**src/rtl/prefix_pkg.sv**
```systemverilog
// Shared constants and types for the 64-bit parallel-prefix subtractor.
package prefix_pkg;

  localparam int WIDTH       = 64;
  localparam int LEVELS      = 6;
  // Prefix levels 1..SPLIT_LEVEL run before the S2 register, the rest after it.
  localparam int SPLIT_LEVEL = 3;

  // Generate/propagate pair carried through the prefix network.
  typedef struct packed {
    logic g;
    logic p;
  } gp_t;

endpackage

```
**src/rtl/prefix_gp_cell.sv**
```systemverilog
// Kogge-Stone black cell: merges a high group (hi) with the adjacent low group (lo).
module prefix_gp_cell
  import prefix_pkg::*;
(
  input  gp_t hi,
  input  gp_t lo,
  output gp_t o
);

  assign o.g = hi.g | (hi.p & lo.g);
  assign o.p = hi.p & lo.p;

endmodule

```
**src/rtl/prefix_sub64.sv**
```systemverilog
// Pipelined 64-bit subtractor diff = a - b - bin built as a + ~b + ~bin on a
// Kogge-Stone carry network. Four register slots: S1 (operands), S2 (prefix
// levels 1-3), S3 (prefix levels 4-6), output (diff/bout/flags).
//
// Handshake: a beat moves across an interface on a rising edge where
// valid && ready are both high. A source holds its beat (valid and data)
// until it is taken; ready never depends on valid. in_ready is a purely
// combinational function of out_ready and the stage valid bits.
//
// Optional feature macro: PREFIX_SUB_FLAGS_EN enables the zero/neg/ovf flags
// and the a[63]/b[63] sideband they need; without it the flags read 0.
module prefix_sub64
  import prefix_pkg::*;
(
  input  logic             clk,
  input  logic             rst,
  input  logic             in_valid,
  output logic             in_ready,
  input  logic [WIDTH-1:0] a,
  input  logic [WIDTH-1:0] b,
  input  logic             bin,
  output logic             out_valid,
  input  logic             out_ready,
  output logic [WIDTH-1:0] diff,
  output logic             bout,
  output logic             zero,
  output logic             neg,
  output logic             ovf
);

  // ---------------------------------------------------------------------------
  // Stage occupancy and the combinational ready chain
  // ---------------------------------------------------------------------------
  logic s1_v, s2_v, s3_v;
  logic out_adv, s3_adv, s2_adv, s1_adv;

  assign out_adv  = !out_valid || out_ready;
  assign s3_adv   = !s3_v || out_adv;
  assign s2_adv   = !s2_v || s3_adv;
  assign s1_adv   = !s1_v || s2_adv;
  assign in_ready = s1_adv;

  // Valid bits shift forward whenever the receiving slot advances.
  always_ff @(posedge clk or posedge rst) begin
    if (rst) begin
      s1_v      <= 1'b0;
      s2_v      <= 1'b0;
      s3_v      <= 1'b0;
      out_valid <= 1'b0;
    end else begin
      if (s1_adv)  s1_v      <= in_valid;
      if (s2_adv)  s2_v      <= s1_v;
      if (s3_adv)  s3_v      <= s2_v;
      if (out_adv) out_valid <= s3_v;
    end
  end

  // ---------------------------------------------------------------------------
  // S1: operands, inverted subtrahend and carry-in
  // ---------------------------------------------------------------------------
  logic [WIDTH-1:0] s1_a, s1_nb;
  logic             s1_cin;

  // Capture a beat only when it is actually accepted.
  always_ff @(posedge clk or posedge rst) begin
    if (rst) begin
      s1_a   <= '0;
      s1_nb  <= '0;
      s1_cin <= 1'b0;
    end else if (in_valid && s1_adv) begin
      s1_a   <= a;
      s1_nb  <= ~b;
      s1_cin <= ~bin;
    end
  end

  // ---------------------------------------------------------------------------
  // Prefix levels 1-3 (spans 1, 2, 4) between S1 and S2
  // ---------------------------------------------------------------------------
  gp_t l0 [WIDTH];
  gp_t l1 [WIDTH];
  gp_t l2 [WIDTH];
  gp_t l3 [WIDTH];

  for (genvar i = 0; i < WIDTH; i++) begin : g_lo_net
    assign l0[i] = '{g: s1_a[i] & s1_nb[i], p: s1_a[i] ^ s1_nb[i]};

    if (i >= 1) begin : g_l1_cell
      prefix_gp_cell u_cell (.hi(l0[i]), .lo(l0[i-1]), .o(l1[i]));
    end else begin : g_l1_pass
      assign l1[i] = l0[i];
    end

    if (i >= 2) begin : g_l2_cell
      prefix_gp_cell u_cell (.hi(l1[i]), .lo(l1[i-2]), .o(l2[i]));
    end else begin : g_l2_pass
      assign l2[i] = l1[i];
    end

    if (i >= 4) begin : g_l3_cell
      prefix_gp_cell u_cell (.hi(l2[i]), .lo(l2[i-4]), .o(l3[i]));
    end else begin : g_l3_pass
      assign l3[i] = l2[i];
    end
  end

  // ---------------------------------------------------------------------------
  // S2: partial group g/p, bitwise p and carry-in
  // ---------------------------------------------------------------------------
  logic [WIDTH-1:0] s2_g, s2_p, s2_p0;
  logic             s2_cin;
`ifdef PREFIX_SUB_FLAGS_EN
  logic             s2_a63, s2_b63;
`endif

  // Load from S1 when S1 holds a beat and S2 is free to move.
  always_ff @(posedge clk or posedge rst) begin
    if (rst) begin
      s2_g   <= '0;
      s2_p   <= '0;
      s2_p0  <= '0;
      s2_cin <= 1'b0;
`ifdef PREFIX_SUB_FLAGS_EN
      s2_a63 <= 1'b0;
      s2_b63 <= 1'b0;
`endif
    end else if (s1_v && s2_adv) begin
      for (int i = 0; i < WIDTH; i++) begin
        s2_g[i] <= l3[i].g;
        s2_p[i] <= l3[i].p;
      end
      s2_p0  <= s1_a ^ s1_nb;
      s2_cin <= s1_cin;
`ifdef PREFIX_SUB_FLAGS_EN
      s2_a63 <= s1_a[WIDTH-1];
      s2_b63 <= ~s1_nb[WIDTH-1];
`endif
    end
  end

  // ---------------------------------------------------------------------------
  // Prefix levels 4-6 (spans 8, 16, 32) between S2 and S3
  // ---------------------------------------------------------------------------
  gp_t m3 [WIDTH];
  gp_t m4 [WIDTH];
  gp_t m5 [WIDTH];
  gp_t m6 [WIDTH];

  for (genvar i = 0; i < WIDTH; i++) begin : g_hi_net
    assign m3[i] = '{g: s2_g[i], p: s2_p[i]};

    if (i >= 8) begin : g_l4_cell
      prefix_gp_cell u_cell (.hi(m3[i]), .lo(m3[i-8]), .o(m4[i]));
    end else begin : g_l4_pass
      assign m4[i] = m3[i];
    end

    if (i >= 16) begin : g_l5_cell
      prefix_gp_cell u_cell (.hi(m4[i]), .lo(m4[i-16]), .o(m5[i]));
    end else begin : g_l5_pass
      assign m5[i] = m4[i];
    end

    if (i >= 32) begin : g_l6_cell
      prefix_gp_cell u_cell (.hi(m5[i]), .lo(m5[i-32]), .o(m6[i]));
    end else begin : g_l6_pass
      assign m6[i] = m5[i];
    end
  end

  // ---------------------------------------------------------------------------
  // S3: full group G[i:0]/P[i:0], bitwise p and carry-in
  // ---------------------------------------------------------------------------
  logic [WIDTH-1:0] s3_g, s3_p, s3_p0;
  logic             s3_cin;
`ifdef PREFIX_SUB_FLAGS_EN
  logic             s3_a63, s3_b63;
`endif

  // Load from S2 when S2 holds a beat and S3 is free to move.
  always_ff @(posedge clk or posedge rst) begin
    if (rst) begin
      s3_g   <= '0;
      s3_p   <= '0;
      s3_p0  <= '0;
      s3_cin <= 1'b0;
`ifdef PREFIX_SUB_FLAGS_EN
      s3_a63 <= 1'b0;
      s3_b63 <= 1'b0;
`endif
    end else if (s2_v && s3_adv) begin
      for (int i = 0; i < WIDTH; i++) begin
        s3_g[i] <= m6[i].g;
        s3_p[i] <= m6[i].p;
      end
      s3_p0  <= s2_p0;
      s3_cin <= s2_cin;
`ifdef PREFIX_SUB_FLAGS_EN
      s3_a63 <= s2_a63;
      s3_b63 <= s2_b63;
`endif
    end
  end

  // ---------------------------------------------------------------------------
  // Carry fold-in and sum
  // ---------------------------------------------------------------------------
  logic [WIDTH:0]   carry;
  logic [WIDTH-1:0] diff_c;
  logic             bout_c;

  // carry[i+1] = G[i:0] | P[i:0] & cin; the borrow is the inverted carry-out.
  always_comb begin
    carry    = '0;
    carry[0] = s3_cin;
    for (int i = 0; i < WIDTH; i++) begin
      carry[i+1] = s3_g[i] | (s3_p[i] & s3_cin);
    end
    diff_c = s3_p0 ^ carry[WIDTH-1:0];
    bout_c = ~carry[WIDTH];
  end

  // ---------------------------------------------------------------------------
  // Output stage
  // ---------------------------------------------------------------------------
`ifdef PREFIX_SUB_FLAGS_EN
  logic zero_c, neg_c, ovf_c;
  assign zero_c = (diff_c == '0);
  assign neg_c  = diff_c[WIDTH-1];
  assign ovf_c  = (s3_a63 != s3_b63) && (diff_c[WIDTH-1] != s3_a63);
`else
  assign zero = 1'b0;
  assign neg  = 1'b0;
  assign ovf  = 1'b0;
`endif

  // Result registers hold their value while the consumer stalls.
  always_ff @(posedge clk or posedge rst) begin
    if (rst) begin
      diff <= '0;
      bout <= 1'b0;
`ifdef PREFIX_SUB_FLAGS_EN
      zero <= 1'b0;
      neg  <= 1'b0;
      ovf  <= 1'b0;
`endif
    end else if (s3_v && out_adv) begin
      diff <= diff_c;
      bout <= bout_c;
`ifdef PREFIX_SUB_FLAGS_EN
      zero <= zero_c;
      neg  <= neg_c;
      ovf  <= ovf_c;
`endif
    end
  end

endmodule

```
**config.mk**
```make
export PLATFORM = sky130hd
export DESIGN_NAME = prefix_sub64
export DESIGN_NICKNAME = d
export VERILOG_FILES = /design/src/rtl/prefix_pkg.sv /design/src/rtl/prefix_gp_cell.sv /design/src/rtl/prefix_sub64.sv
export SDC_FILE = /design/constraint.sdc
export NUM_CORES = 2
export LEC_CHECK = 0
export CORE_UTILIZATION = 60
export CTS_BUF_LIST = sky130_fd_sc_hd__clkbuf_4
export DETAILED_ROUTE_END_ITERATION = 10
export GPL_TIMING_DRIVEN = 0
export PLACE_DENSITY = 0.86
export SLEW_MARGIN = 20
export SYNTH_ARGS = -nofsm -noshare
export SYNTH_HDL_FRONTEND = slang
export SYNTH_SLANG_ARGS = --single-unit
```
**constraint.sdc**
```tcl
create_clock -name clk -period 33.9 [get_ports clk]
set_clock_uncertainty 0.2 [all_clocks]
set_input_delay 10.17 -clock clk [delete_from_list [all_inputs] [get_ports clk]]
set_output_delay 10.17 -clock clk [all_outputs]
set_load 0.02 [all_outputs]
```
## Word level (Yosys, flattened, before mapping)

Index checks and enable logic that the tools add are counted.

| storage, ports and cells | value |
|---|---|
| register bits | 584 |
| bits in latches | 0 |
| memory bits (writable) | 0 |
| bits in read-only memories | 0 |
| input port bits | 133 |
| output and inout bits | 70 |
| word-level logic and storage cells | 1253 |
| memories kept | 0 |

| cells by class | value |
|---|---|
| add/subtract/negate cells | 0 |
| $mul | 0 |
| div/mod/pow operators | 0 |
| magnitude comparators | 0 |
| equality and inequality tests | 0 |
| shift operators | 0 |
| multiplexer cells | 0 |
| bitwise gates (word level) | 1224 |
| reductions and logical operators | 12 |

Operators by type and width:

| cell | number |
|---|---|
| $and A1 B1 Y1 | 770 |
| $or A1 B1 Y1 | 385 |
| $xor A64 B64 Y64 | 2 |
| $not A64 Y64 | 1 |
| $xor A1 B1 Y1 | 64 |
| $logic_and A1 B1 Y1 | 4 |
| $logic_not A1 Y1 | 4 |
| $logic_or A1 B1 Y1 | 4 |
| $not A1 Y1 | 2 |

## Longest topological paths before layout

| logic depth | value |
|---|---|
| depth in word-level cells | 7 |
| depth in mapped cells | 8 |
| gate-level depth less buffers | 5 |

## By module

From an unflattened synthesis, not the netlist that was laid out.

| second synthesis, totals | value |
|---|---|
| cells, all modules | 2147 |
| area total of the unflattened synthesis | 28524.9 um2 |

Modules (own cells, without submodules):

| module | instances | cells each | area each (um2) | seq. area each (um2) |
|---|---|---|---|---|
| prefix_sub64 | 1 | 1505 | 23705.2 | 14564.0 |
| prefix_gp_cell | 321 | 2 | 15.0 | 0.0 |

## Worst setup path before layout

No wires, ideal clock.

| timing | value |
|---|---|
| path type | input -> output |
| start | input port out_ready |
| end | output port in_ready |
| arrival time | 10699 ps |
| required time | 23530 ps |
| slack | 12831 ps |
| stages | 2 |
| buffers on the path | 0 |
| path through | nand4b_4 > or2_2 |

| between the ends | value |
|---|---|
| word-level cells in the longest chain between the ends | 4 |

RTL lines:

| item | RTL line | RTL |
|---|---|---|
| start: declaration | prefix_sub64.sv:23 | `input logic out_ready,` |
| $logic_or A1 B1 Y1 | prefix_sub64.sv:37 | `assign out_adv = !out_valid \|\| out_ready;` |
| $logic_or A1 B1 Y1 | prefix_sub64.sv:38 | `assign s3_adv = !s3_v \|\| out_adv;` |
| $logic_or A1 B1 Y1 | prefix_sub64.sv:39 | `assign s2_adv = !s2_v \|\| s3_adv;` |
| $logic_or A1 B1 Y1 | prefix_sub64.sv:40 | `assign s1_adv = !s1_v \|\| s2_adv;` |
| end: declaration | prefix_sub64.sv:18 | `output logic in_ready,` |

Every way passes these cells.

## Final worst setup path

Same ends and word-level chain as after synthesis.

==> PnR_summary.wiki <==
{| class="wikitable"
! Metric !! Value
|-
| Status || completed
|-
| First DRT Iteration DRCs || 2580
|-
| Number of enable-type register cells in the synthesized netlist || 0
|-
| Placed wire-length estimate || 60500 um
|-
| CTS H-tree depth || 4
|-
| Clock tree from TritonCTS || done
|-
| Detailed Routing Iterations Pass 1 || 9
|-
| Setup slack, reg-to-reg || 31.53 ns
|-
| Type of destination of the critical path || primary output
|-
| Most area-consuming cells after synthesis || sky130_fd_sc_hd__dfrtp_1 (57%), sky130_fd_sc_hd__nand2_1 (13%), sky130_fd_sc_hd__o21ai_0 (4.6%), sky130_fd_sc_hd__a21oi_1 (4.2%), sky130_fd_sc_hd__ha_1 (3.2%)
|-
| Global-route wire length before repair || 122000 um
|-
| Cell variety after synth || 44
|-
| Finished Core Util || 0.724
|-
| Buffer count from post-CTS setup fixing || 0
|-
| Critical R2R Launch || s3_v
|-
| Global routing usage summed across all routing layers || 0.369
|-
| Worst r2r dst || s3_p[56]
|-
| Cell Pwr Density || 75.9 nW/um^2
|-
| Maximum clock frequency || 0.0449 GHz
|-
| Ranking of synthesized cells by instance count || sky130_fd_sc_hd__nand2_1 (868), sky130_fd_sc_hd__dfrtp_1 (582), sky130_fd_sc_hd__o21ai_0 (235), sky130_fd_sc_hd__a21oi_1 (215), sky130_fd_sc_hd__nor2_1 (123)
|-
| LEAKAGE || 14.4 nW
|-
| WL per Instance || 21.3 um
|-
| Final wirelength || 79400 um
|-
| CTS sink count || 582
|-
| Top cell type by total area after synthesis || sky130_fd_sc_hd__dfrtp_1
|-
| Synthesized area per cell || ~9.4 um^2
|-
| Cell count after synthesis || between 2000 and 3000
|-
| Vert. Die Dim || roughly 210 um
|-
| Hold crit path type || reg -> reg
|-
| Peak ir drop on the vdd network || roughly 0.000031 V
|-
| Core ar. || 42100 um^2
|-
| Most instantiated flip-flop cell in the synthesis netlist || sky130_fd_sc_hd__dfrtp_1
|-
| Hold-fix buffer count after cts || 0
|-
| Endpoints failing hold || 0
|-
| Clock Tree Buf Depth || 3
|-
| Die width || 209 um
|-
| Sum of negative setup slack || 0 ns
|-
| Number of filler cells placed in the layout || around 3100
|-
| Cell count of the worst hold path || 2
|-
| Final count of negative-setup-slack endpoints || 0
|-
| Share of layout cells above drive strength 1 || 0.115
|-
| Number of core rows || 75
|-
| Actual transition at the worst max-transition pin || 0.720 ns
|-
| Maxcap violations || 0
|-
| Die area || between 40000 and 50000 um^2
|-
| Clock transition at the register clock pins on the worst setup and hold paths after CTS || 0.06 ns
|-
| Worst max-slew margin expressed relative to the limit || 0.516
|-
| Element type at the critical path start || input port
|-
| Synth-to-Final Area Change || 18.5%
|-
| Vias per cell || 6.02
|-
| Post-CTS resize count || 0
|-
| Length in cells of the worst reg-to-reg path || 5
|-
| CP arrival || 11.90 ns
|-
| Share of the synthesized area in the top cell type || 0.566
|-
| Initial antenna violation count || 2
|-
| Synth async-reset ratio || 1.00
|-
| Residual DRC count || 0
|-
| Critical hold path startpoint || s2_p0[26]
|-
| Aggregate global routing overflow || 0
|-
| Pin count of the biggest net entering global routing || 115
|-
| Warnings from Yosys || 0
|-
| Total via count in the routed design || approximately 22000
|-
| CP required || between 20 and 25 ns
|-
| Clock root buffer || sky130_fd_sc_hd__clkbuf_4
|-
| FF+latch count, synth || ~580
|-
| Number of global-route vias before repair || 21800
|-
| Final Wtd Congestion || 0.985
|-
| Min Clock Period, post-route || 22.27 ns
|-
| Dominant cell by count in the synthesized netlist || sky130_fd_sc_hd__nand2_1
|-
| Net total in the final layout || 3295
|-
| Number of nets with antenna violations after detailed routing || 0
|-
| Portion of the post-synthesis area used by sequential elements || 0.566
|-
| RSZ-0062 raised after global routing || no
|-
| Worst Hold End || s3_p0[26]
|-
| Share of the clock period used by the worst path || 0.657
|-
| Source-to-sink clock delay at the later pin of the worst-skew pair || 0.90 ns
|-
| Worst Path Max Fanout || 5
|-
| Final Max Tran Viols || 0
|-
| Number of buffers created by CTS || 149
|-
| Cell Area, Synth || roughly 26000 um^2
|-
| IO Count || 203
|-
| Count of buffers from port buffering || 199
|-
| Starting utilization of the core area || 0.611
|-
| Type of the setup path with the least slack || in -> out
|}
-- critical path, stage by stage --
cell	delay, ns
sky130_fd_sc_hd__clkdlybuf4s50_1	0.51
sky130_fd_sc_hd__nand4b_4	0.31
sky130_fd_sc_hd__or2_2	0.37
sky130_fd_sc_hd__clkdlybuf4s50_1	0.54
-- sequential cells by signal, summed over array words and instances, names as in the netlist, 64 cells and up --
register,count
s2_g,64
diff,64
s2_p,64
s3_g,64
s3_p,64
s1_a,64
s1_nb,64
-- logic make-up after synthesis --
group / share of synthesized area
AND/OR/NAND/NOR: 0.173
AO/OA/AOI/OAI: 0.141
flip-flops: 0.566
buffers and inverters: 0.0354
multiplexers: 0.0316
adder cells (fa/ha/maj): 0.0316
XOR/XNOR: 0.0214
other: 0.000146
-- per-stage QoR --
stage / instance area [um^2] / total power (W) / instances / worst slack [ns] / hold slack [ns]
6_report: 30500 / 0.00231 / 3738 / 11.63 / 0.257
3_5_place_dp: 28600 / 0.00169 / 3485 / 11.69 / 0.246
2_1_floorplan: 25700 / 0.00139 / 2741 / 7.25 / 0.239
3_3_place_gp: 28400 / 0.00166 / 3479 / 1.89 / 0.255
5_1_grt: 30500 / 0.00243 / 3738 / 11.62 / 0.279
4_1_cts: 30500 / 0.00230 / 3737 / 11.66 / 0.260
-- how the worst max path moves through the flow --
stage / startpoint / to / slack (ns) / cells past startpoint
after floorplan: rst / bout / 7.25 / 1
after global placement: rst / s1_a[55] / 1.89 / 2
after detailed placement: out_ready / in_ready / 11.69 / 4
after CTS: out_ready / in_ready / 11.66 / 4
after global routing: out_ready / in_ready / 11.62 / 4
final: out_ready / in_ready / 11.63 / 4
-- per-layer routing --
metal	GRT usage	up-vias	part of all wire
li1	-	10100	-
met5	0	-	0.00016
met3	0.102	199	0.11
met4	0.158	2	0.037
met2	0.531	1303	0.43
met1	0.528	10900	0.42
-- cells in the final DEF (no fill, tap or decap), drive strengths merged, types with 2 or more instances in the layout --
| master | synthesis | layout |
|---|---|---|
| nand2 | 868 | 868 |
| dfrtp | 582 | 582 |
| o21ai | 309 | 309 |
| clkbuf | 74 | 283 |
| a21oi | 215 | 215 |
| clkdlybuf4s50 | 0 | 199 |
| nor2 | 123 | 123 |
| buf | 99 | 105 |
| mux2 | 66 | 66 |
| ha | 65 | 65 |
| xor2 | 63 | 63 |
| nand4 | 58 | 58 |
| o31ai | 44 | 44 |
| nand3 | 33 | 33 |
| clkinv | 0 | 30 |
| a21o | 23 | 23 |
| a31oi | 21 | 21 |
| inv | 18 | 20 |
| a211oi | 10 | 10 |
| a22o | 9 | 9 |
| o211ai | 8 | 8 |
| o21a | 7 | 7 |
| mux2i | 7 | 7 |
| o41ai | 7 | 7 |
| and4 | 7 | 7 |
| bufinv | 0 | 6 |
| nand2b | 5 | 5 |
| clkinvlp | 0 | 5 |
| and3 | 4 | 4 |
| conb | 1 | 3 |
| and2 | 2 | 2 |
| a32o | 2 | 2 |
-- area by class of cell --
cell class	count	area [um^2]	share of cell area
flip-flops and latches	582	14600	0.478
multi-input cells	1968	10300	0.337
repair buffers	205	2160	0.0708
clock buffers	209	1570	0.0515
plain buffers	173	843	0.0277
well taps	539	674	0.0221
clock inverters	43	339	0.0111
inverters	18	75.1	0.00246
diodes	1	2.50	0.0000821
-- power breakdown --
part | internal (W) | total [W] | leakage [nW] | switching [W]
logic | 0.000250 | 0.000687 | 5.90 | 0.000437
clock network | 0.000329 | 0.000614 | 1.10 | 0.000285
registers | 0.000871 | 0.00101 | 7.35 | 0.000142
total | 0.00145 | 0.00231 | 14.4 | 0.000864
Power figures use the tool's default switching activity.
